### src/rtl/button_conditioner.sv
// Per-button synchroniser, debouncer and press/release edge detector for the front panel.
// Optional auto-repeat of press_o while a button stays held: define BTN_AUTOREPEAT_EN.
module button_conditioner #(
  parameter int unsigned NUM_BTNS        = 4,
  parameter int unsigned SYNC_STAGES     = 2,
  parameter int unsigned DEBOUNCE_CYCLES = 4,
  parameter int unsigned REPEAT_DELAY    = 20,
  parameter int unsigned REPEAT_PERIOD   = 5
) (
  input  logic                clk,
  input  logic                nRst_i,
  input  logic [NUM_BTNS-1:0] button_i,
  output logic [NUM_BTNS-1:0] level_o,
  output logic [NUM_BTNS-1:0] press_o,
  output logic [NUM_BTNS-1:0] release_o,
  output logic                any_press_o
);

  localparam int unsigned CntW = (DEBOUNCE_CYCLES > 1) ? $clog2(DEBOUNCE_CYCLES) : 1;
  localparam logic [CntW-1:0] CntMax = CntW'(DEBOUNCE_CYCLES - 1);

  logic [NUM_BTNS-1:0] sync_q [SYNC_STAGES];
  logic [NUM_BTNS-1:0] synced;
  logic [CntW-1:0]     cnt_q  [NUM_BTNS];
  logic [CntW-1:0]     cnt_d  [NUM_BTNS];
  logic [NUM_BTNS-1:0] level_q, level_d;
  logic [NUM_BTNS-1:0] press_q, press_d;
  logic [NUM_BTNS-1:0] release_q, release_d;
  logic [NUM_BTNS-1:0] rise;

  assign synced = sync_q[SYNC_STAGES-1];

  // Level flips only after DEBOUNCE_CYCLES consecutive differing synced samples.
  always_comb begin
    level_d = level_q;
    for (int i = 0; i < int'(NUM_BTNS); i++) begin
      cnt_d[i] = '0;
      if (synced[i] != level_q[i]) begin
        if (cnt_q[i] == CntMax) begin
          level_d[i] = synced[i];
        end else begin
          cnt_d[i] = cnt_q[i] + 1'b1;
        end
      end
    end
  end

  assign rise      = level_d & ~level_q;
  assign release_d = ~level_d & level_q;

`ifdef BTN_AUTOREPEAT_EN
  localparam int unsigned RptMax = (REPEAT_DELAY > REPEAT_PERIOD) ? REPEAT_DELAY : REPEAT_PERIOD;
  localparam int unsigned RptW   = $clog2(RptMax + 1);

  logic [RptW-1:0]     rpt_cnt_q [NUM_BTNS];
  logic [RptW-1:0]     rpt_cnt_d [NUM_BTNS];
  logic [RptW-1:0]     rpt_next  [NUM_BTNS];
  logic [NUM_BTNS-1:0] rpt_phase_q, rpt_phase_d;
  logic [NUM_BTNS-1:0] rpt_hit;

  // rpt_phase_q selects between the initial delay and the steady repeat period.
  always_comb begin
    rpt_phase_d = rpt_phase_q;
    rpt_hit     = '0;
    for (int i = 0; i < int'(NUM_BTNS); i++) begin
      rpt_cnt_d[i] = rpt_cnt_q[i];
      rpt_next[i]  = rpt_cnt_q[i] + 1'b1;
      if (rise[i] || !level_d[i]) begin
        rpt_cnt_d[i]   = '0;
        rpt_phase_d[i] = 1'b0;
      end else if ((!rpt_phase_q[i] && rpt_next[i] == RptW'(REPEAT_DELAY)) ||
                   (rpt_phase_q[i] && rpt_next[i] == RptW'(REPEAT_PERIOD))) begin
        rpt_hit[i]     = 1'b1;
        rpt_cnt_d[i]   = '0;
        rpt_phase_d[i] = 1'b1;
      end else begin
        rpt_cnt_d[i] = rpt_next[i];
      end
    end
  end

  assign press_d = rise | rpt_hit;

  always_ff @(posedge clk) begin
    if (!nRst_i) begin
      rpt_phase_q <= '0;
      for (int i = 0; i < int'(NUM_BTNS); i++) rpt_cnt_q[i] <= '0;
    end else begin
      rpt_phase_q <= rpt_phase_d;
      for (int i = 0; i < int'(NUM_BTNS); i++) rpt_cnt_q[i] <= rpt_cnt_d[i];
    end
  end
`else
  assign press_d = rise;
`endif

  always_ff @(posedge clk) begin
    if (!nRst_i) begin
      for (int k = 0; k < int'(SYNC_STAGES); k++) sync_q[k] <= '0;
      for (int i = 0; i < int'(NUM_BTNS); i++) cnt_q[i] <= '0;
      level_q   <= '0;
      press_q   <= '0;
      release_q <= '0;
    end else begin
      sync_q[0] <= button_i;
      for (int k = 1; k < int'(SYNC_STAGES); k++) sync_q[k] <= sync_q[k-1];
      for (int i = 0; i < int'(NUM_BTNS); i++) cnt_q[i] <= cnt_d[i];
      level_q   <= level_d;
      press_q   <= press_d;
      release_q <= release_d;
    end
  end

  assign level_o     = level_q;
  assign press_o     = press_q;
  assign release_o   = release_q;
  assign any_press_o = |press_q;

endmodule

### config.mk
export PLATFORM = sky130hd
export DESIGN_NAME = button_conditioner
export DESIGN_NICKNAME = d
export VERILOG_FILES = /design/src/rtl/button_conditioner.sv
export SDC_FILE = /design/constraint.sdc
export NUM_CORES = 1
export LEC_CHECK = 0
export CAP_MARGIN = 40
export CELL_PAD_IN_SITES_DETAIL_PLACEMENT = 0
export CELL_PAD_IN_SITES_GLOBAL_PLACEMENT = 1
export CORE_ASPECT_RATIO = 1.5
export CORE_UTILIZATION = 38
export CTS_CLUSTER_DIAMETER = 120
export DETAILED_ROUTE_END_ITERATION = 12
export HOLD_SLACK_MARGIN = 0.08
export PLACE_DENSITY_LB_ADDON = 0.1
export SLEW_MARGIN = 20
export SYNTH_ARGS = -nofsm -noshare
export SYNTH_HDL_FRONTEND = slang
export SYNTH_SLANG_ARGS = --single-unit
### constraint.sdc
create_clock -name clk -period 1.2 [get_ports clk]
set_input_delay 0.24 -clock clk [delete_from_list [all_inputs] [get_ports clk]]
set_output_delay 0.24 -clock clk [all_outputs]
set_load 0.05 [all_outputs]
==> flow_summary.toml <==
[status]
status = "finished, violations left"
violations = "negative setup slack"

[hold_path]
number_of_cells_on_the_worst_hold_path = 1
hold_path_startpoint = "cnt_q[3][0]"
worstHoldPathType = "flop to flop"

[worst_setup_path]
worst_ep_arrival_time_ps = 1360
worst_ep_required_time_ps = 960
end_kind = "output port"
cp-start-kind = "flop"
critical_r2r_launch = "cnt_q[3][0]"
worst_r2r_path_depth = 3
crit_path_max_fanout = 2
worst-setup-path-type = "flop to output port"
timing.critical_path.from = "press_o[3]"

[placement]
postPlaceCellArea_mm2 = 0.00132
routabilityCongestion = 0.636
port_buffers = 18
detailed_place_hpwl_um = 1060
dp_slack_ps = -87.0

[layout]
drive_gt1_share_pct = 35.0
num-fill-cells = 189
area_of_the_multi_input_gates_um2 = 372
finish.instance_area_mm2 = 0.00137
antenna_cells = 0
finalCoreUtilization_pct = 60.0
regArea_um2 = 573
finish.net_count = 111
syn_to_final_growth_pct = 45.5

[job]
max_cap_violations = 0

[synthesis]
yosys_warnings = 0
synthArstFlopShare_pct = 0
synthCells = 75
synth_top_cell_by_area = "sky130_fd_sc_hd__dfxtp_1"
synth_seq_cells = 28
synth-edff-count = 0
post_synth_main_area_contributors = "sky130_fd_sc_hd__dfxtp_1, sky130_fd_sc_hd__nor3b_1, sky130_fd_sc_hd__and2_1, sky130_fd_sc_hd__and4bb_2, sky130_fd_sc_hd__ha_1"
synthMostInstantiatedCell = "sky130_fd_sc_hd__dfxtp_1"
synth_seq_area_share_pct = 59.4
synth_fp_nets = 85
postSynthAreaPerCell_um2 = 12.6
yosys_most_used_dff = "sky130_fd_sc_hd__dfxtp_1"
cell_area_after_synthesis_um2 = 943
netlist_top_cells_count = "sky130_fd_sc_hd__dfxtp_1, sky130_fd_sc_hd__and2_1, sky130_fd_sc_hd__nor3b_1"
synth.distinct_cells = 13
synth_top_cell_area_share_pct = 59.4

[die]
placeableCoreArea_mm2 = 0.00229
initial_standard_cell_utilization_of_the_core_pct = 41.3
die_width_um = 42.7
rows = 21
io_pins = 19
die-area_mm2 = 0.00269
dieHeight_um = 63.0

[power]
power.ir.vdd_worst_uv = 974
leakage_uw = 0.000518
post_layout_power_uw = 1460
power-per-cell-area_mw_per_mm2 = 1060

[cts]
cts.sinks = 28
clock_latency_ps = 320
clock_tree.root_cell = "sky130_fd_sc_hd__clkbuf_4"
post_cts_hold_buffer_count = 0
cts_made_buffers = 3
clkSlewWorstSetupHoldPaths_ps = 140
cts.htree.levels = 1
tritoncts = "yes"
clock_tree.buffer_depth = 2

[sta]
postLayoutSetupSlackWorst_ps = -396
achievable-frequency_mhz = 627
finalClockSkew_ps = 5.13
grt_setup_unrepaired = "yes"
finalMaxSlewViolations = 0
hold_viol = 0
post-route-min-period_ps = 1600
worst_tran_pin_value_ps = 231
report.final.setup_viol = 1
period_share_pct = 133
max-slew-margin-rel_pct = 84.4
timing.setup.tns_ps = -396

[grt]
track_usage_pct = 12.6
first_pass_grt_wire_length_um = 2680
grt.overflow.total = 0
antenna_found_initial = 0
grt_max_degree = 20
via_count_of_the_first_global_routing_pass = 643

[detailed_routing]
detail-route-antenna-nets = 0
total_wirelength_of_the_detailed_routed_design_um = 1410
drc_errors = 0
vias = 605
drt_first_pass_iters = 4
wl_per_cell_um = 11.4
vias_per_std_cell = 4.92
drt_first_iter_violations = 11
-- cells by family after synthesis --
logic type	count (synthesis)	synth area share [%]
flip-flops	28	59.4
multiplexers	4	4.24
adder cells (fa/ha/maj)	4	5.31
buffers and inverters	2	1.59
XOR/XNOR	4	3.71
AND/OR/NAND/NOR	33	25.7
-- registers in the layout, indices dropped and copies added, names as in the netlist --
name,cells
cnt_q,8
sync_q,8
level_o,4
press_o,4
release_o,4
-- layer usage --
metal  track usage [%]  routed length (µm)
met1              14.8                 639
met2              21.4                 691
met3              2.31                  53
met4              5.86                  21
met5                 0                   0
-- timing repair --
action	CTS	global route
setup endpoints to repair	2	4
resized for setup	3	2
setup buffers	0	1
gates cloned	0	0
pin swaps	1	0
-- cell usage in the layout (no fill, tap or decap) --
cell type                         instances
sky130_fd_sc_hd__dfxtp_1                 20
sky130_fd_sc_hd__nor3b_1                  8
sky130_fd_sc_hd__nor2b_1                  4
sky130_fd_sc_hd__ha_1                     4
sky130_fd_sc_hd__and4bb_2                 4
sky130_fd_sc_hd__dfxtp_4                  1
sky130_fd_sc_hd__and2_1                   8
sky130_fd_sc_hd__clkdlybuf4s50_1          5
sky130_fd_sc_hd__mux2i_1                  4
sky130_fd_sc_hd__buf_4                    2
sky130_fd_sc_hd__dfxtp_2                  7
sky130_fd_sc_hd__buf_12                  13
sky130_fd_sc_hd__clkbuf_8                 1
sky130_fd_sc_hd__nand2_1                  4
sky130_fd_sc_hd__nor4b_1                  4
sky130_fd_sc_hd__buf_8                    1
sky130_fd_sc_hd__buf_6                    2
sky130_fd_sc_hd__clkbuf_4                 3
sky130_fd_sc_hd__xnor2_1                  4
sky130_fd_sc_hd__or4_4                    1
-- final timing paths --
| kind | to | slack [ps] |
|---|---|---|
| max | any_press_o | -400 |
| min | cnt_q[3][0] | 440 |
| max reg2reg | press_o[3] | 220 |
| min reg2reg | cnt_q[3][0] | 440 |
-- per-stage QoR --
step	hold slack [ps]	instances
3_3_place_gp	416	119
4_1_cts	443	123
2_1_floorplan	367	75
6_report	439	123
5_1_grt	457	123
3_5_place_dp	422	119
-- final cells by class --
cell class	instances	share of cell area [%]
multi-input combinational	45	27.1
tap	23	2.10
sequential	28	41.8
clock buffer	4	2.64
timing repair buffer	23	26.4
-- power breakdown --
part / internal (µW) / leakage [µW] / switching [µW] / total (µW)
combinational: 40.2 / 0.000265 / 18.2 / 58.4
sequential: 944 / 0.000232 / 9.28 / 953
clock: 186 / 0.0000210 / 261 / 446
-- worst max-delay path: stages (launching register included) --
cell and delay (ps):
sky130_fd_sc_hd__dfxtp_2 350, sky130_fd_sc_hd__or4_4 530, sky130_fd_sc_hd__buf_8 160
Note: power is estimated with default switching activity, not from simulation.
